[config.mk]
export PLATFORM = sky130hd
export DESIGN_NAME = sort_checker_beat_cmp
export DESIGN_NICKNAME = d
export VERILOG_FILES = /design/src/rtl/sort_checker_pkg.sv /design/src/rtl/sort_checker_beat_cmp.sv
export SDC_FILE = /design/constraint.sdc
export NUM_CORES = 1
export LEC_CHECK = 0
export ABC_CLOCK_PERIOD_IN_PS = 1600
export CAP_MARGIN = 10
export CORE_ASPECT_RATIO = 1.2
export CORE_UTILIZATION = 32
export DETAILED_ROUTE_END_ITERATION = 6
export PLACE_DENSITY = 0.85
export SLEW_MARGIN = 10
export SYNTH_ARGS = -nofsm -noshare
export SYNTH_HDL_FRONTEND = slang
export SYNTH_SLANG_ARGS = --single-unit
[constraint.sdc]
create_clock -name vclk -period 1.6
set_input_delay 0.16 -clock vclk [all_inputs]
set_output_delay 0.16 -clock vclk [all_outputs]
set_load 0.01 [all_outputs]
[src/rtl/sort_checker_pkg.sv]
// Purpose: shared FSM encoding, default widths and beat-geometry helpers for sort_checker.
// Latency: n/a (types and constants only).
// Backpressure: n/a.
package sort_checker_pkg;

  typedef enum logic [1:0] {
    ST_IDLE = 2'd0,
    ST_RUN  = 2'd1,
    ST_DONE = 2'd2
  } state_t;

  localparam int P_LOG_DEF = 0;
  localparam int DATW_DEF  = 64;
  localparam int KEYW_DEF  = 32;
  localparam int CNTW_DEF  = 32;

  // The key is the low KEYW bits of each record.
  localparam int KEY_LSB = 0;

  function automatic int recs_per_beat(input int p_log);
    return 1 << p_log;
  endfunction

endpackage

[src/rtl/sort_checker_beat_cmp.sv]
// Purpose: flags an ordering violation inside one beat and against the previous beat's last key.
// Latency: combinational.
// Backpressure: none.
// Ports: keys (packed, key 0 in LSBs), prev_key, first (skip cross-beat check), viol, last_key.
module sort_checker_beat_cmp
  import sort_checker_pkg::*;
#(
  parameter int P_LOG = P_LOG_DEF,
  parameter int KEYW  = KEYW_DEF
) (
  input  logic [(KEYW<<P_LOG)-1:0] keys,
  input  logic [KEYW-1:0]          prev_key,
  input  logic                     first,
  output logic                     viol,
  output logic [KEYW-1:0]          last_key
);
  localparam int RPB = recs_per_beat(P_LOG);

  // Unsigned compares throughout; equal keys are in order.
  always_comb begin
    viol = !first && (keys[0 +: KEYW] < prev_key);
    for (int j = 1; j < RPB; j++) begin
      if (keys[j*KEYW +: KEYW] < keys[(j-1)*KEYW +: KEYW]) begin
        viol = 1'b1;
      end
    end
  end

  assign last_key = keys[(RPB-1)*KEYW +: KEYW];

endmodule

==> results, run 1 <==
- The run finished, with violations left.
- The checks that failed: negative setup slack.
- The maximum ir drop on the vdd rail is 0.1408 mV.
- The smallest clock period supported by the final layout is computed as 1.791 ns.
- Leaving out fill and tap cells, the most frequent cell in the layout is sky130_fd_sc_hd__clkdlybuf4s50_1.
- Of the total synthesized cell area, the portion taken by XOR and XNOR cells is 0.
- STA classifies the critical path startpoint as a primary input.
- STA classifies the critical path endpoint as a primary output.
- The number of antenna diodes in the final layout is 0.
- The area of the mapped netlist is 1021 um2.
- The post-synthesis compound-gate area fraction is 0.1544.
- The width of the die is 53.57 um.
- The combinational family with the most area after synthesis is adder cells.
- The delay of the slowest cell on the worst path is 0.31 ns.
- STA puts the critical path data arrival time at 1.63 ns.
- The filler cells instantiated in the layout total 249.
- Counting the clock-network buffers in the layout gives 0.
- Summed over all layers, the global routing overflow is 0.
- The final critical-path setup slack is -0.1910 ns.
- The endpoint of the most critical setup path is viol.
- The synthesized netlist net count is 239.
- The number of placed I/O pins is 98.
- The hold violation total from the final report is 0.
- The origin of the worst min-delay path is keys[3].
- The initial antenna violation count is 0.
- The final route contains 1,159 vias.
- The count of hold buffers inserted by post-cts repair is 0.
- In this design, the critical path's most frequently occurring cell is sky130_fd_sc_hd__a211o_1.
- The initial detailed-routing violation count is 7.
- Of the total synthesized cell area, the portion taken by full adders, half adders and majority gates is 0.3799.
- The worst pin sits at a relative slew slack of 0.8368.
- In the final layout, the share of cells above drive strength 1 is 0.3426.
- The first global-routing pass estimated 4478 um of wire.
- For this design the ratio of total power to cell area is 258.6 nW/um2.
- The total iterations of the first detailed-routing run is 4.
- The post-synthesis share of cell area spent on and, or, nand and nor gates is 0.1127.
- At the pin with the least slew margin, the transition time is 0.2445 ns.
- The cell with the largest stage delay on the worst path is sky130_fd_sc_hd__a211o_1.
- Input and output buffers added on the ports amount to 98.
- The layout-stage area growth over the synthesis result is 107.8%.
- Of the available clock period, the critical path in the final layout requires 1.119.
- In the routed design, unresolved DRC markers number 0.
- The number of library cell types mapped by synthesis is 20.
- The kind of critical path is in -> out.
- Tracing the worst setup path back leads to its startpoint at keys[2].
- The sum of net half-perimeters after detailed placement is 2427 um.
- The path class of the tightest hold or removal check is in -> out.
- The die covers 3421 um2.
- The overall die height is 63.88 um.
- During synthesis, Yosys emitted a total of 0 warnings.
- The floorplan step defined a core boundary enclosing 3055 um2.
- The per-cell routed wire length is 12.44 um.
- The number of violations of the max-capacitance limit is 0.
- The final weighted congestion in routability-driven placement is 0.7030.
- The maximum fanout encountered on the critical timing path is 2.
- STA puts the critical path data required time at 1.44 ns.
- The number of global-route vias before repair came to 1,140.
- The final-report max-slew violation count came to 0.
- The largest net degree at the start of global routing is 4.
- For the final routed database, the setup TNS stands at -0.1910 ns.
- Measured against the total synthesized area, the mux share comes to 0.
- The final layout contains a sequential cell count of 0.
- Measured on the finished design, the core utilization comes to 0.6945.
- For this configuration, the core starts out at a cell density of 0.3342.
- Synthesis produced 143 cells.
- Summing all flip-flop and latch instances after layout gives 0 um2.
- The maximum clock frequency is 558.3 MHz.
- Setup repair after global routing could not meet its margin everywhere.
- The number of nets with antenna violations after routing is 0.
- In the routed layout, each cell is associated on average with a via count of 4.599.
- The share of the Yosys chip area taken by registers is 0.
- Setup violations remaining at the end of the flow were counted as 1.
- The floorplan has 22 rows.
- The global router's overall resource usage is 0.1703.
- Traced cell by cell, the critical path runs through buf_8, ha_4, a211o_1, a31oi_1, o311ai_2, a211o_1, a21oi_2, buf_2.
- In the layout the commonest cells are 55 x sky130_fd_sc_hd__clkdlybuf4s50_1, 23 x sky130_fd_sc_hd__dlygate4sd2_1, 20 x sky130_fd_sc_hd__inv_1, 18 x sky130_fd_sc_hd__ha_4, 11 x sky130_fd_sc_hd__inv_2.
- The wire length reported by the detailed router is 3135 um.
- The net count of the finished layout is 314.
- The static leakage is 1.014 nW.
- Each instance of the synthesized netlist takes up on average 7.140 um2.
- Prior to clock tree synthesis, the placed netlist has a worst setup slack of -1.035 ns.
==> kinds of logic after synthesis <==
logic type	after synthesis
and+or+nand+nor	24
adders and majority gates	31
buffers and inverters	64
AOI/OAI and AO/OA	24
==> cells in the mapped netlist <==
library cell                instances  area (um2)
sky130_fd_sc_hd__buf_4             32       240.2
sky130_fd_sc_hd__inv_1             32       120.1
sky130_fd_sc_hd__ha_1              31       387.9
sky130_fd_sc_hd__a21oi_1           10       50.05
sky130_fd_sc_hd__nand2_1            9       33.78
sky130_fd_sc_hd__nor2_1             6       22.52
sky130_fd_sc_hd__o21ai_0            4       20.02
sky130_fd_sc_hd__a211o_1            3       26.28
sky130_fd_sc_hd__nand4_1            3       18.77
sky130_fd_sc_hd__and4_1             2       17.52
sky130_fd_sc_hd__nand3_1            2       10.01
sky130_fd_sc_hd__a21o_1             1       7.510
sky130_fd_sc_hd__a21oi_2            1       8.760
sky130_fd_sc_hd__a221oi_1           1       8.760
sky130_fd_sc_hd__a31oi_1            1       6.260
sky130_fd_sc_hd__nand2b_1           1       6.260
sky130_fd_sc_hd__nor2b_1            1       6.260
sky130_fd_sc_hd__o2111ai_1          1       8.760
sky130_fd_sc_hd__o211ai_2           1       12.51
sky130_fd_sc_hd__o311ai_1           1       8.760
==> layout make-up <==
cell class	instances	area, um2	share of cell area
multi-input cells	79	983.4	0.4634
repair buffers	105	970.9	0.4575
inverters	32	122.6	0.05778
well taps	36	45.04	0.02123
==> metal layers <==
layer	global-route usage	vias to the layer above	routed length, um
met1	0.1497	502	985
met4	0.01645	0	36
met3	0.01429	4	221
li1	-	597	-
met2	0.3828	56	1892
met5	0	-	0
==> worst min-delay path by stage <==
| stage | slack [ns] | to | cells past startpoint |
|---|---|---|---|
| 2_1_floorplan | 0.41 | last_key[0] | 1 |
| 3_3_place_gp | 1.21 | last_key[0] | 2 |
| 3_5_place_dp | 1.22 | last_key[0] | 2 |
| 4_1_cts | 0.90 | last_key[2] | 2 |
| 5_1_grt | 0.91 | last_key[3] | 2 |
| 6_report | 0.89 | last_key[3] | 2 |
==> worst max-delay path, delay by kind of cell <==
family          cells  cell delay (ns)
buf+inv             2             0.24
compound gates      5             0.99
fa+ha+maj           1             0.23
==> metrics by stage <==
step / hold slack [ns] / cells / total power, W / instance area, um2
final: 0.8915 / 252 / 0.0005487 / 2122
after global routing: 0.9062 / 252 / 0.0006066 / 2122
after CTS: 0.8961 / 251 / 0.0005111 / 2054
after detailed placement: 1.218 / 251 / 0.0004633 / 1852
after global placement: 1.214 / 251 / 0.0004511 / 1852
after floorplan: 0.4118 / 143 / 0.0002191 / 1021
==> report_power, final <==
part	switching, W	internal, W
logic	0.000218	0.000331
clock network	0	0
registers	0	0
==> timing repair <==
action,CTS,global route
pin swaps,26,21
endpoints found under the setup margin,1,1
gates resized for setup,104,36
setup buffers,0,1
cloned,0,0
Note: power is estimated with default switching activity, not from simulation.
==> run 2, diff against run 1 <==
- ABC_CLOCK_PERIOD_IN_PS: 1600 -> unset
==> results of run 2 <==
Final layout, timing and power as in run 1 (identical DEF).
==> run 3, diff against run 2 <==
- CORE_MARGIN: unset -> 3
- TNS_END_PERCENT: unset -> 5
==> run 3 against run 2 <==
Compared with the run above: wire length rose by 13%; hold slack improved by 0.0066 ns; fmax barely moved; design area fell by 0.59%; worst setup slack barely moved; global-route usage fell by 0.47 points; largest cell class is now non-clock buffers; the flow still finishes with violations (negative setup slack); non-clock buffer count rose by 4; highest routed layer unchanged.
==> results, run 3 (synthesis results as in run 1) <==
- The via-per-instance ratio is 4.783.
- The number of violations of the max-capacitance limit is 0.
- In this run the worst hold path is classified as in -> out.
- The number of setup violations in the final report is 1.
- Compared with the post-synthesis result, the final layout area differs by 106.6%.
- Setup repair after global routing could not meet its margin everywhere.
- For this block, the initial DRC count from the detailed router was 14.
- The net count of the finished layout is 318.
- The maximum clock frequency is 558.4 MHz.
- The total power of the final layout is 0.0005567 W.
- The per-cell routed wire length is 13.94 um.
- The post-layout utilization of the core is 0.7233.
- Measured against its own limit, the worst slew margin works out to 0.8467.
- The power per unit of standard cell area is 263.9 nW/um2.
- The number of global-route vias before repair came to 1,228.
- The number of port buffers is 98.
- For the worst setup path, the data arrival time is 1.63 ns.
- The worst setup path is captured at a primary output.
- Summed over all layers, the global routing overflow is 0.
- The largest net degree at the start of global routing is 4.
- For this block, the via count after detailed routing is 1,215.
- At the end of routability-driven placement, the weighted congestion stood at 0.7317.
- The floorplan step set the die height to 67.88 um.
- The wire length reported by the detailed router is 3542 um.
- In the routed design, unresolved DRC markers number 0.
- Of the cells placed in the final design, the portion with a size suffix greater than 1 is 0.3227.
- The number of clock-tree buffers in the layout is 0.
- IR analysis of the VDD net gives a maximum drop of 0.1452 mV.
- The kind of critical path is in -> out.
- The static leakage is 0.9947 nW.
- The flow ran to the end, but the final reports show violations.
- The combined flip-flop and latch cell area is 0 um2.
- For this run, the total global-route usage over all layers was measured as 0.1656.
- In the finished design the tool counted flip-flops and latches totalling 0.
- The number of hold buffers added after CTS was 0.
- The final-report max-slew violation count is 0.
- The repair_antennas step left the layout with diodes totalling 0.
- The maximum fanout encountered on the critical timing path is 2.
- The count of nets left with antenna violations once routing finished came out at 0.
- The full die area is 3907 um2.
- The first global-routing pass estimated 5250 um of wire.
- The worst endpoint required time is 1.44 ns.
- The worst setup path is launched from a primary input.
- In the layout the commonest cells are 54 x sky130_fd_sc_hd__clkdlybuf4s50_1, 32 x sky130_fd_sc_hd__dlygate4sd2_1, 22 x sky130_fd_sc_hd__inv_1, 17 x sky130_fd_sc_hd__ha_4, 11 x sky130_fd_sc_hd__buf_4.
- The shortest clock period the worst path allows after layout is 1.791 ns.
- The final critical-path setup slack is -0.1907 ns.
- The wire-length estimate of the detail-placed layout is 2667 um.
- The slew at the pin with the worst max-slew slack is 0.2299 ns.
- The hold violation total from the final report is 0.
- The final reports fail on negative setup slack.
- The total area inside the core boundary comes to 2917 um2.
- For this design the top-level I/O count stands at 98.
- The width of the die is 57.57 um.
- In this run the core area contains 21 standard-cell rows.
- The initial utilization of the core area, before any placement, comes to 0.3501.
- The total iterations of the first detailed-routing run is 4.
- The initial antenna violation count came to 0.
- The final worst-path cycle share is 1.119.
- The library cell used most frequently in the layout, excluding fill and tap cells, is sky130_fd_sc_hd__clkdlybuf4s50_1.
-- run 3: cell types whose count changed in the layout (fill, tap and decap cells not counted), moves of 4 or more --
| cell | previous run | this run |
|---|---|---|
| sky130_fd_sc_hd__buf_4 | 7 | 11 |
| sky130_fd_sc_hd__clkbuf_2 | 6 | 0 |
| sky130_fd_sc_hd__buf_2 | 4 | 8 |
| sky130_fd_sc_hd__dlygate4sd2_1 | 23 | 32 |
-- run 3: layout make-up --
class,count,area (um2)
timing repair buffer,109,987.2
multi-input combinational,79,957.2
fill,233,807.0
inverter,32,122.6
tap,34,42.54
-- run 3: path summary, 6_finish.rpt --
check | depth (start not counted) | slack (ns) | start | end
max | 9 | -0.19 | prev_key[2] | viol
min | 2 | 0.90 | keys[1] | last_key[1]
-- run 3: worst max-delay path, stage by stage --
cell	delay, ns
sky130_fd_sc_hd__buf_6	0.10
sky130_fd_sc_hd__inv_4	0.05
sky130_fd_sc_hd__ha_4	0.20
sky130_fd_sc_hd__a211o_1	0.26
sky130_fd_sc_hd__a31oi_2	0.19
sky130_fd_sc_hd__o311ai_2	0.10
sky130_fd_sc_hd__a211o_1	0.32
sky130_fd_sc_hd__a21oi_2	0.11
sky130_fd_sc_hd__buf_2	0.14
-- run 3: timing repair --
item                       CTS  global route
buffers inserted             2             0
pin swaps                   32            12
setup endpoints to repair    1             1
resized for setup          110            16
-- run 3: power by group --
part / leakage [nW] / total (W) / switching (W) / internal (W)
sequential: 0 / 0 / 0 / 0
clock: 0 / 0 / 0 / 0
combinational: 0.995 / 0.000557 / 0.000224 / 0.000333
total: 0.995 / 0.000557 / 0.000224 / 0.000333
-- run 3: routing by layer --
layer | up-vias | track usage | part of all wire
met3 | 4 | 0.01132 | 0.062
met4 | 0 | 0.01739 | 0.010
met1 | 548 | 0.1652 | 0.34
met2 | 58 | 0.3701 | 0.59
met5 | - | 0 | 0
li1 | 605 | - | -
-- run 3: stage by stage --
stage                     instances  setup WS [ns]  hold slack (ns)  cell area [um2]  TNS (ns)
after floorplan                 143        0.01380           0.4118             1021         0
after CTS                       254        -0.1889           0.9012             2036   -0.1889
final                           254        -0.1907           0.8981             2110   -0.1907
after detailed placement        252         -1.071            1.216             1872    -1.071
after global placement          252         -1.010            1.209             1872    -1.010
after global routing            254        -0.2617           0.9098             2110   -0.2617
